## src/rtl/ms_input_pkg.sv

```systemverilog
// ms_input_pkg
// Shared constants, click FSM encoding and a board-bounds helper for the
// minesweeper input conditioner.
// Ports: none (package).

package ms_input_pkg;

    localparam int BOARD_DIM = 8;
    localparam int CURSOR_W  = 6;

    typedef enum logic [2:0] {
        ST_IDLE     = 3'd0,
        ST_L_HELD   = 3'd1,
        ST_R_HELD   = 3'd2,
        ST_CHORD    = 3'd3,
        ST_WAIT_REL = 3'd4
    } click_state_e;

    // d is an 11-bit two's complement pixel offset from the board edge.
    // Inside means non-negative and fewer than BOARD_DIM whole tiles away.
    function automatic logic in_board(input logic [10:0] d, input int unsigned sh);
        return (d[10] == 1'b0) && ((d >> sh) < 11'(BOARD_DIM));
    endfunction

endpackage

```

## src/rtl/ms_input_if.sv

```systemverilog
// ms_input_if
// Bundles the raw mouse/key inputs and the conditioned click/cursor outputs.
//   btn_left/btn_right/btn_retry : raw button levels, 1 = pressed
//   mouse_x/mouse_y/xy_valid     : pointer pixel position and its strobe
//   left/right/retry             : one-cycle pulses to the core
//   cursor/game_area             : tile index {row,col} and in-board flag
// master = upstream/core side, slave = the conditioner.

interface ms_input_if;
    import ms_input_pkg::*;

    logic                btn_left;
    logic                btn_right;
    logic                btn_retry;
    logic [9:0]          mouse_x;
    logic [9:0]          mouse_y;
    logic                xy_valid;
    logic                left;
    logic                right;
    logic                retry;
    logic [CURSOR_W-1:0] cursor;
    logic                game_area;

    modport master (
        output btn_left, btn_right, btn_retry, mouse_x, mouse_y, xy_valid,
        input  left, right, retry, cursor, game_area
    );

    modport slave (
        input  btn_left, btn_right, btn_retry, mouse_x, mouse_y, xy_valid,
        output left, right, retry, cursor, game_area
    );

endinterface

```

## src/rtl/ms_input_debounce.sv

```systemverilog
// ms_debounce
// Two-flop synchroniser followed by a stability counter. The output level
// toggles only after the synchronised input has disagreed with it for
// DEB_CYCLES consecutive cycles.
//   clk     : system clock
//   reset   : asynchronous active-high reset
//   raw_i   : raw asynchronous level
//   level_o : debounced level

module ms_debounce #(
    parameter logic [15:0] DEB_CYCLES = 16'd50000
) (
    input  logic clk,
    input  logic reset,
    input  logic raw_i,
    output logic level_o
);

    logic        sync1_q;
    logic        sync2_q;
    logic        level_q;
    logic        level_d;
    logic [15:0] cnt_q;
    logic [15:0] cnt_d;

    always_comb begin
        level_d = level_q;
        cnt_d   = cnt_q;
        if (sync2_q == level_q) begin
            cnt_d = '0;
        end else if (cnt_q == DEB_CYCLES - 16'd1) begin
            level_d = ~level_q;
            cnt_d   = '0;
        end else begin
            cnt_d = cnt_q + 16'd1;
        end
    end

    always_ff @(posedge clk or posedge reset) begin
        if (reset) begin
            sync1_q <= 1'b0;
            sync2_q <= 1'b0;
            level_q <= 1'b0;
            cnt_q   <= '0;
        end else begin
            sync1_q <= raw_i;
            sync2_q <= sync1_q;
            level_q <= level_d;
            cnt_q   <= cnt_d;
        end
    end

    assign level_o = level_q;

endmodule

```

## src/rtl/ms_input.sv

```systemverilog
// ms_input
// Conditions raw mouse buttons and pointer coordinates for the minesweeper
// core: debounced click pulses (chord = left and right in the same cycle),
// a debounced retry pulse, and the tile under the pointer.
//   clk   : system clock
//   reset : asynchronous active-high reset
//   bus   : ms_input_if.slave (raw inputs in, conditioned outputs out)
//
// Click FSM
//   state    | meaning
//   IDLE     | no button owned by a click
//   L_HELD   | left down alone; reveal fires on its release
//   R_HELD   | right down alone; flag already fired on press
//   CHORD    | both down; first release fires left+right together
//   WAIT_REL | chord done; ignore everything until both buttons are up

module ms_input
    import ms_input_pkg::*;
#(
    parameter logic [9:0]  BOARD_X0   = 10'd192,
    parameter logic [9:0]  BOARD_Y0   = 10'd112,
    parameter int unsigned TILE_LOG2  = 5,
    parameter logic [15:0] DEB_CYCLES = 16'd50000
) (
    input  logic       clk,
    input  logic       reset,
    ms_input_if.slave  bus
);

    logic       deb_l;
    logic       deb_r;
    logic       deb_t;
    logic [2:0] lvl;

    ms_debounce #(.DEB_CYCLES(DEB_CYCLES)) u_deb_left (
        .clk(clk), .reset(reset), .raw_i(bus.btn_left), .level_o(deb_l)
    );
    ms_debounce #(.DEB_CYCLES(DEB_CYCLES)) u_deb_right (
        .clk(clk), .reset(reset), .raw_i(bus.btn_right), .level_o(deb_r)
    );
    ms_debounce #(.DEB_CYCLES(DEB_CYCLES)) u_deb_retry (
        .clk(clk), .reset(reset), .raw_i(bus.btn_retry), .level_o(deb_t)
    );

    assign lvl = {deb_t, deb_r, deb_l};

    // Bit 0 = left, 1 = right, 2 = retry. Retry only needs its rising edge.
    logic [2:0] prev_q;
    logic [2:0] rise_q;
    logic [1:0] fall_q;

    always_ff @(posedge clk or posedge reset) begin
        if (reset) begin
            prev_q <= '0;
            rise_q <= '0;
            fall_q <= '0;
        end else begin
            prev_q <= lvl;
            rise_q <= lvl & ~prev_q;
            fall_q <= ~lvl[1:0] & prev_q[1:0];
        end
    end

    // Pointer position relative to the board, as 11-bit signed offsets.
    logic [10:0]         dx_w;
    logic [10:0]         dy_w;
    logic [CURSOR_W-1:0] cursor_q;
    logic [CURSOR_W-1:0] cursor_d;
    logic                game_area_q;
    logic                game_area_d;

    assign dx_w = {1'b0, bus.mouse_x} - {1'b0, BOARD_X0};
    assign dy_w = {1'b0, bus.mouse_y} - {1'b0, BOARD_Y0};

    always_comb begin
        cursor_d    = cursor_q;
        game_area_d = game_area_q;
        if (bus.xy_valid) begin
            // Outside the board these bits are meaningless; game_area marks that.
            cursor_d    = {dy_w[TILE_LOG2+2:TILE_LOG2], dx_w[TILE_LOG2+2:TILE_LOG2]};
            game_area_d = in_board(dx_w, TILE_LOG2) && in_board(dy_w, TILE_LOG2);
        end
    end

    always_ff @(posedge clk or posedge reset) begin
        if (reset) begin
            cursor_q    <= '0;
            game_area_q <= 1'b0;
        end else begin
            cursor_q    <= cursor_d;
            game_area_q <= game_area_d;
        end
    end

    // Click FSM
    click_state_e state_q;
    click_state_e state_d;
    logic         left_c;
    logic         right_c;

    always_ff @(posedge clk or posedge reset) begin
        if (reset) begin
            state_q <= ST_IDLE;
        end else begin
            state_q <= state_d;
        end
    end

    // A release seen in the same cycle as the other button's press wins:
    // the click completes rather than turning into a chord.
    always_comb begin
        state_d = state_q;
        case (state_q)
            ST_IDLE: begin
                if (rise_q[0] && rise_q[1]) state_d = ST_CHORD;
                else if (rise_q[0])         state_d = ST_L_HELD;
                else if (rise_q[1])         state_d = ST_R_HELD;
            end
            ST_L_HELD: begin
                if (fall_q[0])      state_d = ST_IDLE;
                else if (rise_q[1]) state_d = ST_CHORD;
            end
            ST_R_HELD: begin
                if (fall_q[1])      state_d = ST_IDLE;
                else if (rise_q[0]) state_d = ST_CHORD;
            end
            ST_CHORD: begin
                if (fall_q[0] || fall_q[1]) state_d = ST_WAIT_REL;
            end
            ST_WAIT_REL: begin
                if (!deb_l && !deb_r) state_d = ST_IDLE;
            end
            default: state_d = ST_IDLE;
        endcase
    end

    always_comb begin
        left_c  = 1'b0;
        right_c = 1'b0;
        case (state_q)
            ST_IDLE: begin
                right_c = rise_q[1] && !rise_q[0];
            end
            ST_L_HELD: begin
                left_c = fall_q[0];
            end
            ST_CHORD: begin
                left_c  = fall_q[0] || fall_q[1];
                right_c = fall_q[0] || fall_q[1];
            end
            default: begin
                left_c  = 1'b0;
                right_c = 1'b0;
            end
        endcase
    end

    assign bus.left      = left_c;
    assign bus.right     = right_c;
    assign bus.retry     = rise_q[2];
    assign bus.cursor    = cursor_q;
    assign bus.game_area = game_area_q;

endmodule

```

## src/flat_wrapper.sv

```systemverilog
// flat-port wrapper written by rule: the top's interface ports become plain ports
module ms_input_flat import ms_input_pkg::*;
#(
    parameter logic [9:0]  BOARD_X0   = 10'd192,
    parameter logic [9:0]  BOARD_Y0   = 10'd112,
    parameter int unsigned TILE_LOG2  = 5,
    parameter logic [15:0] DEB_CYCLES = 16'd50000
)
  (clk, reset, bus_btn_left, bus_btn_right, bus_btn_retry, bus_mouse_x, bus_mouse_y, bus_xy_valid, bus_left, bus_right, bus_retry, bus_cursor, bus_game_area);
  ms_input_if bus_i ();
  input  logic clk;
  input  logic reset;
  input wire logic [$bits(bus_i.btn_left)-1:0] bus_btn_left;
  input wire logic [$bits(bus_i.btn_right)-1:0] bus_btn_right;
  input wire logic [$bits(bus_i.btn_retry)-1:0] bus_btn_retry;
  input wire logic [$bits(bus_i.mouse_x)-1:0] bus_mouse_x;
  input wire logic [$bits(bus_i.mouse_y)-1:0] bus_mouse_y;
  input wire logic [$bits(bus_i.xy_valid)-1:0] bus_xy_valid;
  output wire logic [$bits(bus_i.left)-1:0] bus_left;
  output wire logic [$bits(bus_i.right)-1:0] bus_right;
  output wire logic [$bits(bus_i.retry)-1:0] bus_retry;
  output wire logic [$bits(bus_i.cursor)-1:0] bus_cursor;
  output wire logic [$bits(bus_i.game_area)-1:0] bus_game_area;
  assign bus_i.btn_left = bus_btn_left;
  assign bus_i.btn_right = bus_btn_right;
  assign bus_i.btn_retry = bus_btn_retry;
  assign bus_i.mouse_x = bus_mouse_x;
  assign bus_i.mouse_y = bus_mouse_y;
  assign bus_i.xy_valid = bus_xy_valid;
  assign bus_left = bus_i.left;
  assign bus_right = bus_i.right;
  assign bus_retry = bus_i.retry;
  assign bus_cursor = bus_i.cursor;
  assign bus_game_area = bus_i.game_area;
  ms_input #(.BOARD_X0(BOARD_X0), .BOARD_Y0(BOARD_Y0), .TILE_LOG2(TILE_LOG2), .DEB_CYCLES(DEB_CYCLES)) u_core (.clk(clk), .reset(reset), .bus(bus_i));
endmodule
```

## config.mk

```make
export PLATFORM = sky130hd
export DESIGN_NAME = ms_input_flat
export DESIGN_NICKNAME = d
export VERILOG_FILES = /design/src/rtl/ms_input_pkg.sv /design/src/rtl/ms_input_if.sv /design/src/rtl/ms_input_debounce.sv /design/src/rtl/ms_input.sv /design/src/flat_wrapper.sv
export SDC_FILE = /design/constraint.sdc
export NUM_CORES = 1
export LEC_CHECK = 0
export CAP_MARGIN = 25
export CORE_MARGIN = 2
export CORE_UTILIZATION = 40
export DETAILED_ROUTE_END_ITERATION = 8
export PLACE_DENSITY = 0.62
export REMOVE_ABC_BUFFERS = 1
export SETUP_SLACK_MARGIN = 0.02
export SYNTH_ARGS = -nofsm -noshare
export SYNTH_HDL_FRONTEND = slang
export SYNTH_SLANG_ARGS = --single-unit
```

## constraint.sdc

```tcl
create_clock -name clk -period 3.25 [get_ports clk]
set_input_delay 0.65 -clock clk [delete_from_list [all_inputs] [get_ports clk]]
set_output_delay 0.65 -clock clk [all_outputs]
set_load 0.03 [all_outputs]
```

Word-level counts from Yosys, hierarchy flattened
Cells that the tools add are included.

Word-level logic and storage cells: 85. Input port bits: 26. Register bits: 75.

Bitwise gates (word level): 12. Reductions and logical operators: 15. Muxes and demuxes: 18. Order comparisons: 2. Add/sub/neg operators: 5. Equal/unequal tests: 15.

Operators by type and width (number): 16-bit two-way mux (6); 16-bit by 1-bit adder with 16-bit output (second input constant) (3); 16-bit == test (second input constant) (3); 3-bit two-way mux (9); 3-bit case mux with 5 select lines (1); 6-bit by 4-bit < comparator with 1-bit output (second input constant) (2); 10-bit by 7-bit subtractor with 11-bit output (second input constant) (1); 10-bit by 8-bit subtractor with 11-bit output (second input constant) (1); 1-bit NOT (8); 3-bit by 2-bit == test with 1-bit output (second input constant) (2); 1-bit logical AND (6); 3-bit by 1-bit inequality test with 1-bit output (second input constant) (2); 2-bit AND reduction (3); 5-bit AND reduction (1); 2-bit by 1-bit inequality test with 1-bit output (second input constant) (2); 4-bit by 1-bit inequality test with 1-bit output (second input constant) (1); 1-bit case mux with 2 select lines (2); 3-bit bitwise AND (1); 1-bit == test (3); 3-bit by 1-bit == test with 1-bit output (second input constant) (1); 3-bit == test (second input constant) (1); 1-bit logical NOT (3); 3-bit logical NOT (1); 3-bit NOT (1); 3 further kinds (3).

Longest topological paths before layout
Depth after elaboration: 4. Mapped depth: 5. Depth with buffers taken out: 5.

Cells and area by module
A second synthesis with hierarchy kept.

Cells, all modules: 339. Area total of the unflattened synthesis: 3818.7 um^2.

Modules (own cells, without submodules): ms_debounce (area an instance 982.2 um^2, cells an instance 87, times used 3); ms_input (area an instance 872.1 um^2, cells an instance 78, times used 1).

Worst setup path after synthesis
Ideal clock, no wire load.

Path type: register to output. Start: register u_core.state_q[0]. End: output port bus_right. Data arrival time: 1.624 ns. Stages on the path, launching flop included: 5. Slack: 0.976 ns. Required time: 2.600 ns. Path buffers: 0. Path through: dfrtp_1 -> mux2_2 -> a2111oi_0 -> nand3b_1 -> a21oi_1.

Word-level cells in the longest chain between the ends: 2. Elaborated cells on any way between the ends: 3. Classes of those cells: eq/ne: 1; mux: 1; reduce/logical: 1.

Ends and longest elaborated chain: from (decl) (line ms_input.sv:96) `click_state_e state_q;`; from (signal assigned) (line ms_input.sv:105) `state_q <= state_d;`; 3-bit by 2-bit == test with 1-bit output or 3-bit logical NOT (tied branches) (line ms_input.sv:140) `case (state_q)`; 1-bit case mux with 2 select lines (*) (line ms_input.sv:140); to (decl) (line flat_wrapper.sv:20) `output wire logic [$bits(bus_i.right)-1:0] bus_right;`.

Mark *: on every way between the ends. The rest lies on a longest branch, timed or not.

Worst setup path after layout
Same ends and word-level chain as after synthesis.

==> metrics.cfg <==
[outcome]
status = finished, final reports clean

[clock_network]
cts_max_level = 3
cts.clk_slew.worst_paths_ns = 0.07
numCtsBuffers = 9
cts_setup_buffers = 0
cts_max_path_buffers = 2
root_buffer = clkbuf_8
clock-sinks = 75
cts_tree = built
clk_latency_ns = 0.34

[sta]
grt_setup_unrepaired = no
finalHoldViolCount = 0
setup_tns_ns = 0
max_freq_mhz = 336
finalClockSkew_ns = 0.00626
worstMarginPinSlew_ns = 0.840
slew_headroom_pct = 43.8
fin_crit_ns = 2.98
setup_viol = 0
timing.final.crit_share_pct = 91.7
worst_slack_ns = 0.270
drv_slew = 0

[logic_synthesis]
synth.distinct_cells = 45
netlist_instances = 341
synthTopCellsByArea = dfrtp_1 53%, xnor2_1 8.8%, nor2_1 6.4%
yosysTopAreaCell = dfrtp_1
yosys_register_bits = 75
synth_edf_count = 0
synth_seq_area_share_pct = 52.6
postSynth.asyncResetShare_pct = 100
synth_top_area_share_pct = 52.6
synth.avg_cell_area_um2 = 10.5
synthTopCellsByCount = 75 x dfrtp_1, 61 x nor2_1, 36 x xnor2_1, 20 x nand3_1, 17 x nor4_1
yosysMostFrequentCell = dfrtp_1
ys.flop_type = dfrtp_1
syn_area_um2 = 3570
yosys_warnings = 0

[worst_setup_path]
slowest_delay_ns = 0.60
crit_family = buffers and inverters
crit_cells = 5
cp-end-kind = primary output
worstSetupStartpointType = register
cp_max_fo = 7
cpMaxStageDelayCell = clkdlybuf4s50_1
cp.required_ns = 2.60
critPathKind = register to primary output
crit_arrival_ns = 2.33
crit_chain = mux2_2, a2111oi_2, nand3b_1, a21oi_1, clkdlybuf4s50_1
worst-r2r-setup-slack_ns = 1.13
r2r_start = u_core.u_deb_right.cnt_q[0]$_DFF_PP0_
crit_start = u_core.state_q[0]$_DFFE_PP0P_
worstRegToRegCells = 4
crit_buf_inv = 1

[grt]
grt_pass1_wl_um = 11100
track_usage_pct = 14.0
grt_max_degree = 34
antenna_found_initial = 0
grt-ovfl-total = 0
grt_pass1_vias = 2443

[floorplan]
die_height_um = 98.5
pin_count = 36
rows = 34
core_area_um2 = 8680
dieArea_um2 = 9690
dieWidth_um = 98.5
initial_core_util_pct = 41.1

[min_path]
holdCritPathClass = register to register
min_path_cells = 0
min_from = u_core.u_deb_right.sync1_q$_DFF_PP0_

[detailed_routing]
drtAntennaViolNets = 0
wl_per_cell_um = 12.7
routed_wl_um = 6200
routed_via_density = 5.14
drc = 0
vias = 2506
first_pass_iters = 4
drt_iter0_drc = 96

[power_and_ir_drop]
powerDensity_nw_per_um2 = 443
cellLeakagePower_nw = 1.72
ir_drop_v = 0.000189
power_mw = 1.86

[final_layout]
fin_area_um2 = 4200
area_growth_pct = 17.7
fin_util_pct = 48.4
drive_above_1_share_pct = 10.3
nNetsFinal = 406
antenna_cells = 0

[place]
io_buffer_count = 26
dp_hpwl_um = 4220
gp_congestion = 0.778
dpl_cell_area_um2 = 3980
place_ws_ns = 0.508

[run]
cap_viol_max_count = 0

-- cells by family after synthesis --
family	Yosys count	synth area share, %
xor+xnor	45	11.0
simple gates	159	22.6
flops	75	52.6
compound gates	25	5.96
fa+ha+maj	5	1.75
buf+inv	21	2.52
mux	11	3.51
-- power by group --
group          total, mW  leakage (nW)  switching (mW)  internal (mW)
Clock              0.744         0.108           0.329          0.415
Combinational      0.144         0.605          0.0775         0.0669
Sequential         0.972          1.01          0.0160          0.956
Total               1.86          1.72           0.422           1.44
-- state kept, by name, indices dropped and copies added (netlist names), 2 cells and up --
signal,cells
u_core.fall_q,2
u_core.state_q,3
u_core.bus.cursor,6
u_core.u_deb_right.cnt_q,16
u_core.u_deb_retry.cnt_q,16
u_core.prev_q,3
u_core.u_deb_left.cnt_q,16
u_core.rise_q,3
-- timing repair --
action	4_1_cts	5_1_grt
resized for setup	0	2
setup endpoints to repair	0	1
hold buffers	0	0
-- path summary, 6_finish.rpt --
| kind | endpoint |
|---|---|
| setup reg to reg | u_core.u_deb_right.cnt_q[15]$_DFF_PP0_ |
| hold reg to reg | u_core.u_deb_right.sync2_q$_DFF_PP0_ |
| setup / recovery | bus_right |
| min in group asynchronous | u_core.u_deb_left.cnt_q[6]$_DFF_PP0_ |
| max in group asynchronous | u_core.bus.game_area$_DFFE_PP0P_ |
| hold / removal | u_core.u_deb_right.sync2_q$_DFF_PP0_ |
-- layout make-up --
class / count / area [um^2]
Inverter: 14 / 52.6
Clock inverter: 4 / 47.5
Multi-Input combinational cell: 245 / 1610
Timing Repair Buffer: 30 / 315
Sequential cell: 75 / 1880
Tap cell: 108 / 135
Clock buffer: 12 / 165
Fill cell: 804 / 4480
-- per-stage QoR --
| step | hold slack, ns | cells |
|---|---|---|
| global placement | 0.337 | 472 |
| finish | 0.353 | 488 |
| CTS | 0.354 | 488 |
| global route | 0.354 | 488 |
| detailed placement | 0.337 | 472 |
| floorplan | 0.331 | 334 |
-- metal layers --
layer	track usage, %	routed length, um
met3	3.97	289
met4	5.48	107
met5	0	0
met1	19.3	3060
met2	21.0	2750
-- placed cells by master (no fill, tap or decap), types with 8 or more instances in the layout --
| master | netlist | final |
|---|---|---|
| nor3_1 | 13 | 13 |
| nand4_1 | 13 | 13 |
| mux2_2 | 8 | 8 |
| nand2_1 | 11 | 11 |
| dfrtp_1 | 75 | 75 |
| inv_1 | 14 | 13 |
| xor2_1 | 9 | 9 |
| xnor2_1 | 36 | 36 |
| nand3_1 | 20 | 20 |
| nor4_1 | 17 | 17 |
| clkdlybuf4s50_1 | 0 | 26 |
| clkbuf_8 | 0 | 12 |
| a21oi_1 | 8 | 8 |
| nor2_1 | 61 | 61 |
Power figures use the tool's default switching activity.
